`src/rtl/debounce_bank_if.sv`:
```
// Bundled pin-side signals of the debounce bank: raw inputs, limit and registered outputs.
interface debounce_bank_if #(
    parameter int CHANNELS = 16,
    parameter int CNT_W    = 32
);
    logic [CHANNELS-1:0] din;
    logic [CNT_W-1:0]    limit;
    logic [CHANNELS-1:0] dout;
    logic [CHANNELS-1:0] rise;
    logic [CHANNELS-1:0] fall;
    logic                changed;

    modport master (output din, limit, input dout, rise, fall, changed);
    modport slave  (input din, limit, output dout, rise, fall, changed);
endinterface

```
`src/rtl/debounce_bank.sv`:
```
// Multi-channel debouncer: per-lane synchroniser and stable-time counter, with
// registered level, rise/fall pulses and a bank-wide changed strobe.
module debounce_lane #(
    parameter int   CNT_W       = 32,
    parameter int   SYNC_STAGES = 2,
    parameter logic RST_BIT     = 1'b0
) (
    input  logic             clk_i,
    input  logic             rst_n_i,
    input  logic             din_i,
    input  logic [CNT_W-1:0] lim_i,
    output logic             dout_o,
    output logic             rise_o,
    output logic             fall_o,
    output logic             commit_o
);
    logic [SYNC_STAGES-1:0] sync_q, sync_d;
    logic [CNT_W-1:0]       cnt_q, cnt_d;
    logic                   dout_q, dout_d;
    logic                   rise_q, rise_d;
    logic                   fall_q, fall_d;
    logic                   commit;
    logic                   s;
    logic [CNT_W:0]         cnt_inc;

    assign sync_d  = {sync_q[SYNC_STAGES-2:0], din_i};
    assign s       = sync_q[SYNC_STAGES-1];
    // One extra bit so the compare stays correct when cnt_q is all ones.
    assign cnt_inc = {1'b0, cnt_q} + {{CNT_W{1'b0}}, 1'b1};

    always_comb begin
        cnt_d  = '0;
        dout_d = dout_q;
        commit = 1'b0;
        if (s != dout_q) begin
            if (cnt_inc >= {1'b0, lim_i}) begin
                commit = 1'b1;
                dout_d = s;
            end else begin
                cnt_d = cnt_inc[CNT_W-1:0];
            end
        end
        rise_d = commit & s;
        fall_d = commit & ~s;
    end

    always_ff @(posedge clk_i or negedge rst_n_i) begin
        if (!rst_n_i) begin
            sync_q <= {SYNC_STAGES{RST_BIT}};
            cnt_q  <= '0;
            dout_q <= RST_BIT;
            rise_q <= 1'b0;
            fall_q <= 1'b0;
        end else begin
            sync_q <= sync_d;
            cnt_q  <= cnt_d;
            dout_q <= dout_d;
            rise_q <= rise_d;
            fall_q <= fall_d;
        end
    end

    assign dout_o   = dout_q;
    assign rise_o   = rise_q;
    assign fall_o   = fall_q;
    assign commit_o = commit;
endmodule

module debounce_bank #(
    parameter int                 CHANNELS    = 16,
    parameter int                 FRQ         = 50000000,
    parameter int                 TIME_MS     = 1,
    parameter int                 DEF_LIMIT   = (FRQ / 1000) * TIME_MS,
    parameter int                 CNT_W       = 32,
    parameter int                 SYNC_STAGES = 2,
    parameter logic [CHANNELS-1:0] RESET_VAL  = '0
) (
    input  logic           clk_i,
    input  logic           rst_n_i,
    debounce_bank_if.slave bus
);
    logic [CNT_W-1:0]    eff_lim;
    logic [CHANNELS-1:0] dout, rise, fall, commit;
    logic                changed_q, changed_d;

    assign eff_lim   = (bus.limit == '0) ? CNT_W'(DEF_LIMIT) : bus.limit;
    assign changed_d = |commit;

    for (genvar i = 0; i < CHANNELS; i++) begin : g_lane
        debounce_lane #(
            .CNT_W      (CNT_W),
            .SYNC_STAGES(SYNC_STAGES),
            .RST_BIT    (RESET_VAL[i])
        ) u_lane (
            .clk_i   (clk_i),
            .rst_n_i (rst_n_i),
            .din_i   (bus.din[i]),
            .lim_i   (eff_lim),
            .dout_o  (dout[i]),
            .rise_o  (rise[i]),
            .fall_o  (fall[i]),
            .commit_o(commit[i])
        );
    end

    always_ff @(posedge clk_i or negedge rst_n_i) begin
        if (!rst_n_i) changed_q <= 1'b0;
        else          changed_q <= changed_d;
    end

    assign bus.dout    = dout;
    assign bus.rise    = rise;
    assign bus.fall    = fall;
    assign bus.changed = changed_q;
endmodule

```
`src/flat_wrapper.sv`:
```
// flat-port wrapper written by rule: the top's interface ports become plain ports
module debounce_bank_flat 
#(
    parameter int                 CHANNELS    = 16,
    parameter int                 FRQ         = 50000000,
    parameter int                 TIME_MS     = 1,
    parameter int                 DEF_LIMIT   = (FRQ / 1000) * TIME_MS,
    parameter int                 CNT_W       = 32,
    parameter int                 SYNC_STAGES = 2,
    parameter logic [CHANNELS-1:0] RESET_VAL  = '0
)
  (clk_i, rst_n_i, bus_din, bus_limit, bus_dout, bus_rise, bus_fall, bus_changed);
  debounce_bank_if #(.CHANNELS(CHANNELS), .CNT_W(CNT_W)) bus_i ();
  input  logic clk_i;
  input  logic rst_n_i;
  input wire logic [$bits(bus_i.din)-1:0] bus_din;
  input wire logic [$bits(bus_i.limit)-1:0] bus_limit;
  output wire logic [$bits(bus_i.dout)-1:0] bus_dout;
  output wire logic [$bits(bus_i.rise)-1:0] bus_rise;
  output wire logic [$bits(bus_i.fall)-1:0] bus_fall;
  output wire logic [$bits(bus_i.changed)-1:0] bus_changed;
  assign bus_i.din = bus_din;
  assign bus_i.limit = bus_limit;
  assign bus_dout = bus_i.dout;
  assign bus_rise = bus_i.rise;
  assign bus_fall = bus_i.fall;
  assign bus_changed = bus_i.changed;
  debounce_bank #(.CHANNELS(CHANNELS), .FRQ(FRQ), .TIME_MS(TIME_MS), .DEF_LIMIT(DEF_LIMIT), .CNT_W(CNT_W), .SYNC_STAGES(SYNC_STAGES), .RESET_VAL(RESET_VAL)) u_core (.clk_i(clk_i), .rst_n_i(rst_n_i), .bus(bus_i));
endmodule
```
`config.mk`:
```
export PLATFORM = sky130hd
export DESIGN_NAME = debounce_bank_flat
export DESIGN_NICKNAME = d
export VERILOG_FILES = /design/src/rtl/debounce_bank_if.sv /design/src/rtl/debounce_bank.sv /design/src/flat_wrapper.sv
export SDC_FILE = /design/constraint.sdc
export NUM_CORES = 2
export LEC_CHECK = 0
export BUFFER_PORTS_ARGS = -buffer_cell sky130_fd_sc_hd__buf_2
export CORE_MARGIN = 2
export CORE_UTILIZATION = 54
export DETAILED_ROUTE_END_ITERATION = 6
export GPL_TIMING_DRIVEN = 0
export HOLD_SLACK_MARGIN = 0.15
export PLACE_DENSITY_LB_ADDON = 0.1
export SKIP_CTS_REPAIR_TIMING = 1
export SLEW_MARGIN = 20
export SYNTH_ARGS = -nofsm -noshare
export SYNTH_HDL_FRONTEND = slang
export SYNTH_SLANG_ARGS = --single-unit
```
`constraint.sdc`:
```
create_clock -name clk_i -period 10.8 [get_ports clk_i]
set_clock_uncertainty 0.15 [all_clocks]
set_input_delay 2.16 -clock clk_i [delete_from_list [all_inputs] [get_ports clk_i]]
set_output_delay 2.16 -clock clk_i [all_outputs]
set_load 0.01 [all_outputs]
```
# After elaboration in Yosys (flattened, before gate mapping)
# Index checks and enable logic that the tools add are counted.
dict set report totals {
  out_inout_bits 49
  reg_bits 593
  inputBits 50
}
dict set report classes {
  bitwise_logic 48
  eq_ne 16
  muxes 65
  reduce_logical 18
  n_addsub 16
  n_lt_le_gt_ge 16
}
# cell count
set ops {}
lappend ops {{$mux 32} 33}
lappend ops {{$add 32x1->33 const B} 16}
lappend ops {{$ge 33x32->1} 16}
lappend ops {{$and 1x1->1} 32}
lappend ops {{$logic_not 32->1} 1}
lappend ops {{$mux 1} 32}
lappend ops {{$reduce_and 2->1} 16}
lappend ops {{$ne 1x1->1} 16}
lappend ops {{$not 1->1} 16}
lappend ops {{$reduce_or 16->1} 1}

# Longest topological paths before layout
dict set report logic_depth {
  depth_word 6
  depth_mapped 20
}

# Hierarchy
# A second synthesis with hierarchy kept.
dict set report hier_totals {
  hier_cells 4544
  hier_area_um2 42797.3
}
# mod area_per_inst_um2 cells_each n_inst seq_area_each_um2
set modules_own_cells {}
lappend modules_own_cells {debounce_lane 2657.5 281 16 925.9}
lappend modules_own_cells {debounce_bank 276.5 48 1 25.0}

# Worst setup path before layout
# No wires, ideal clock.
dict set report synth_timing {
  path_type {input-to-reg}
  start {input bus_limit[2]}
  end {register u_core.changed_q, in the netlist u_core.bus.changed}
  n_path_buf 3
  setup_slack_ns 4.782
  required_ns 10.511
  stages 17
  t_arrival_ns 5.729
  setup_ns 0.139
  cell_sequence {buf_6 buf_4 buf_6 nor4_1 nand4_1 nor2_1 nor2_1 ha_1 a21o_1 a21o_1 a211oi_1 o21a_1 o21ai_1 a2111o_1 a2111o_1 a2111oi_2 nand3_1}
}
dict set report synth_via {
  elab_chain_len 6
}
# item line_no
set synth_rtl {}
lappend synth_rtl {{start: declaration} flat_wrapper.sv:17} ;# input wire logic [$bits(bus_i.limit)-1:0] bus_limit;
lappend synth_rtl {{$logic_not 32->1} debounce_bank.sv:86} ;# assign eff_lim = (bus.limit == '0) ? CNT_W'(DEF_LIMIT) : bus.limit;
lappend synth_rtl {{$mux 32 *} debounce_bank.sv:86}
lappend synth_rtl {{$ge 33x32->1} debounce_bank.sv:36} ;# if (cnt_inc >= {1'b0, lim_i}) begin
lappend synth_rtl {{$mux 1} debounce_bank.sv:36}
lappend synth_rtl {{$mux 1} debounce_bank.sv:35} ;# if (s != dout_q) begin
lappend synth_rtl {{$reduce_or 16->1 *} debounce_bank.sv:87} ;# assign changed_d = |commit;
lappend synth_rtl {{named net u_core.changed_d} debounce_bank.sv:84} ;# logic changed_q, changed_d;
lappend synth_rtl {{end signal: assignment} debounce_bank.sv:108} ;# else changed_q <= changed_d;
lappend synth_rtl {{end: declaration} debounce_bank.sv:84}
# Mark *: on every way through the listed nets, which the timed path passes. The rest lies on a longest branch.
# A chain may end at the register's enable or synchronous reset.

# Worst setup path after layout
dict set report layout_timing {
  start {input bus_limit[6]}
  end {register u_core.changed_q, in the netlist u_core.bus.changed}
}
# The elaborated chain is that of the path after synthesis.

==> results_dict.tcl <==
set metrics [dict create \
    synth-seq-cells 593 \
    drt_iter0_markers 1832 \
    synth_top_flop_cell "dfrtp_1" \
    hold_path_class "reg2reg" \
    hold_viol 0 \
    avgSynthCellArea_um2 9.789 \
    worstPathRequired_ns 11.05 \
    period_minus_slack_ns 6.936 \
    crit_path_start_kind "input pin" \
    grt.total_usage_pct 28.41 \
    core_um2 71730 \
    ant_nets 0 \
    dp_slack_ns 3.344 \
    cts_root_buf "clkbuf_16" \
    tightestPinTransition_ns 0.9516 \
    port-buffer-count 97 \
    cp_max_fo 10 \
    cts_sinks 593 \
    fillers 6107 \
    cts_buffer_depth 3 \
    p_leak_uw 0.02280 \
    synth_cells 4010 \
    syn_area_um2 39250 \
    path_class "in2reg" \
    gp_congestion 0.8259 \
    grt_max_degree 95 \
    rows 98 \
    grt_first_pass_wirelength_um 164600 \
    setup_viol 0 \
    antenna_found_initial 2 \
    routed_via_density 5.784 \
    dr.pass1.iters 5 \
    grt_pass1_vias 29433 \
    cts_tree "built" \
    drv_cap 0 \
    initial_utilization_pct 54.72 \
    layout_setup_ws_ns 3.864 \
    wl_per_cell_um 20.22 \
    synth.distinct_cells 79 \
    wl_um 105600 \
    die_width_um 273.6 \
    rsz0062_at_grt "false" \
    ys_async_sr_fraction_pct 100.0 \
    via_count 30202 \
    drcViolationCount 0 \
    ys_seq_area_share_pct 37.80 \
    dp_hpwl_um 74370 \
    die-area_um2 74870 \
    arrival_ns 7.18 \
    overflow 0 \
    fin_crit_sh_pct 64.22 \
    endpoint_kind "register" \
    powerDensity_nw_per_um2 119.1 \
    layout.nets 4778 \
    finalMaxSlewViolations 0 \
    numCtsBuffers 72 \
    yosysWarnings 0 \
    area_growth_pct 13.00 \
    clkLatencyLatePin_ns 0.62 \
    die_h_um 273.6 \
    ir_worst_vdd_mv 0.1157 \
    synth_edf_count 0 \
    path_clk_slew_ns 0.06 \
    syn_nets 4572 \
    outcome "completed" \
    drive_gt1_share_pct 8.946 \
    final_util_pct 61.83 \
    ios 99 \
    htreeDepth 3 \
    relSlewSlack_pct 35.99 \
    fmax_mhz 144.2 \
    tns_ns 0 \
]
worst max-delay path, cell delays in order:
cell and delay (ns):
buf_2 0.14, nor4_1 0.80, nand4_1 0.22, nor2_2 0.69, nor2_4 0.28, buf_16 0.25
ha_1 0.35, nand4_1 0.12, nor3_1 0.10, a221oi_2 0.26, a21boi_1 0.13, o41ai_4 0.29
a21boi_0 0.39, a2111o_1 0.42, a2111oi_2 0.34, nand3_1 0.22
cells in the mapped netlist (9+ instances only):
master    instances  area (um2)
nand2b_1         22       137.6
a21oi_1         150       750.7
nor2_1          239       897.1
dfrtp_1         593       14840
and3b_1          18       157.7
nand4_1         158       988.5
a21boi_0          9       67.56
and2_1           26       162.7
a211oi_1         21       157.7
nor4_1           19       118.9
clkbuf_1         67       251.5
ha_1            512        6406
a31oi_1          11       68.82
xor2_1          173        1515
nand3_1         234        1171
nand2_1         268        1006
buf_4            49       367.9
and4_1           51       446.7
inv_1            99       371.6
mux2_2           16       180.2
nor2b_1         310        1939
and3_1          288        1802
nor3b_1          19       142.6
nor3_1           45       225.2
xnor2_1         334        2925
a21o_1           67       503.0
a221oi_1          9       78.83
o21ai_0          59       295.3
final timing paths:
path | startpoint | to | slack, ns | cells after the start
setup / recovery | bus_limit[6] | u_core.bus.changed$_DFF_PN0_ | 3.86 | 16
hold / removal | u_core.g_lane[7].u_lane.sync_q[0]$_DFF_PN0_ | u_core.g_lane[7].u_lane.sync_q[1]$_DFF_PN0_ | 0.20 | 0
setup reg to reg | u_core.g_lane[10].u_lane.cnt_q[2]$_DFF_PN0_ | u_core.bus.changed$_DFF_PN0_ | 5.41 | 18
hold reg to reg | u_core.g_lane[7].u_lane.sync_q[0]$_DFF_PN0_ | u_core.g_lane[7].u_lane.sync_q[1]$_DFF_PN0_ | 0.20 | 0
max in group asynchronous | rst_n_i | u_core.g_lane[9].u_lane.cnt_q[27]$_DFF_PN0_ | 7.52 | 4
min in group asynchronous | rst_n_i | u_core.g_lane[15].u_lane.cnt_q[14]$_DFF_PN0_ | 1.33 | 1
layout by cell type, fill, tap and decap left out, types with 78 or more instances in the layout:
cell type / netlist / final
a21oi_1: 150 / 150
and3_1: 288 / 288
buf_2: 5 / 101
clkbuf_1: 67 / 78
dfrtp_1: 593 / 593
ha_1: 512 / 512
nand2_1: 268 / 268
nand3_1: 234 / 234
nand4_1: 158 / 158
nor2_1: 239 / 232
nor2b_1: 310 / 310
xnor2_1: 334 / 334
xor2_1: 173 / 173
through the flow:
step                      std cells  total power, uW  hold WS [ns]  instance area, um2
after floorplan                4010             2494        0.1812               39250
after global routing           5220             5472        0.2068               44350
after CTS                      5220             5333        0.1977               44350
after detailed placement       5092             2721        0.1847               41820
final                          5222             5283        0.1964               44360
after global placement         5057             2675        0.1814               40930
flip-flops by register name, summed over array words and instances (netlist names):
signal                       count
u_core.g_lane.u_lane.rise_o     16
u_core.g_lane.u_lane.dout_o     16
u_core.g_lane.u_lane.fall_o     16
u_core.bus.changed               1
u_core.g_lane.u_lane.sync_q     32
u_core.g_lane.u_lane.cnt_q     512
routing by layer:
| layer | part of all wire [%] | track usage, % |
|---|---|---|
| met5 | 0.0085 | 0 |
| met4 | 4.5 | 11.81 |
| met3 | 5.1 | 4.833 |
| met2 | 46 | 46.14 |
| met1 | 45 | 37.55 |
logic make-up after synthesis:
family	synth area share, %
and+or+nand+nor	24.18
DFF	37.80
adders and majority gates	16.50
xor gates and xnor gates	11.37
AOI/OAI and AO/OA	7.009
buffers and inverters	2.677
muxes	0.4590
power by group:
part / switching [uW] / internal [uW]
Combinational: 284 / 131
Sequential: 22.5 / 2240
Clock: 996 / 1610
final cells by class:
cell class / instances / area, um2 / area share [%]
flip-flops and latches: 593 / 14840 / 33.46
plain buffers: 125 / 676.9 / 1.526
clock buffers: 105 / 2170 / 4.891
multi-input cells: 3192 / 23410 / 52.78
inverters: 100 / 375.4 / 0.8463
clock inverters: 23 / 357.8 / 0.8068
diodes: 2 / 5.005 / 0.01128
well taps: 950 / 1189 / 2.680
repair buffers: 132 / 1331 / 3.001
Note: power is estimated with default switching activity, not from simulation.
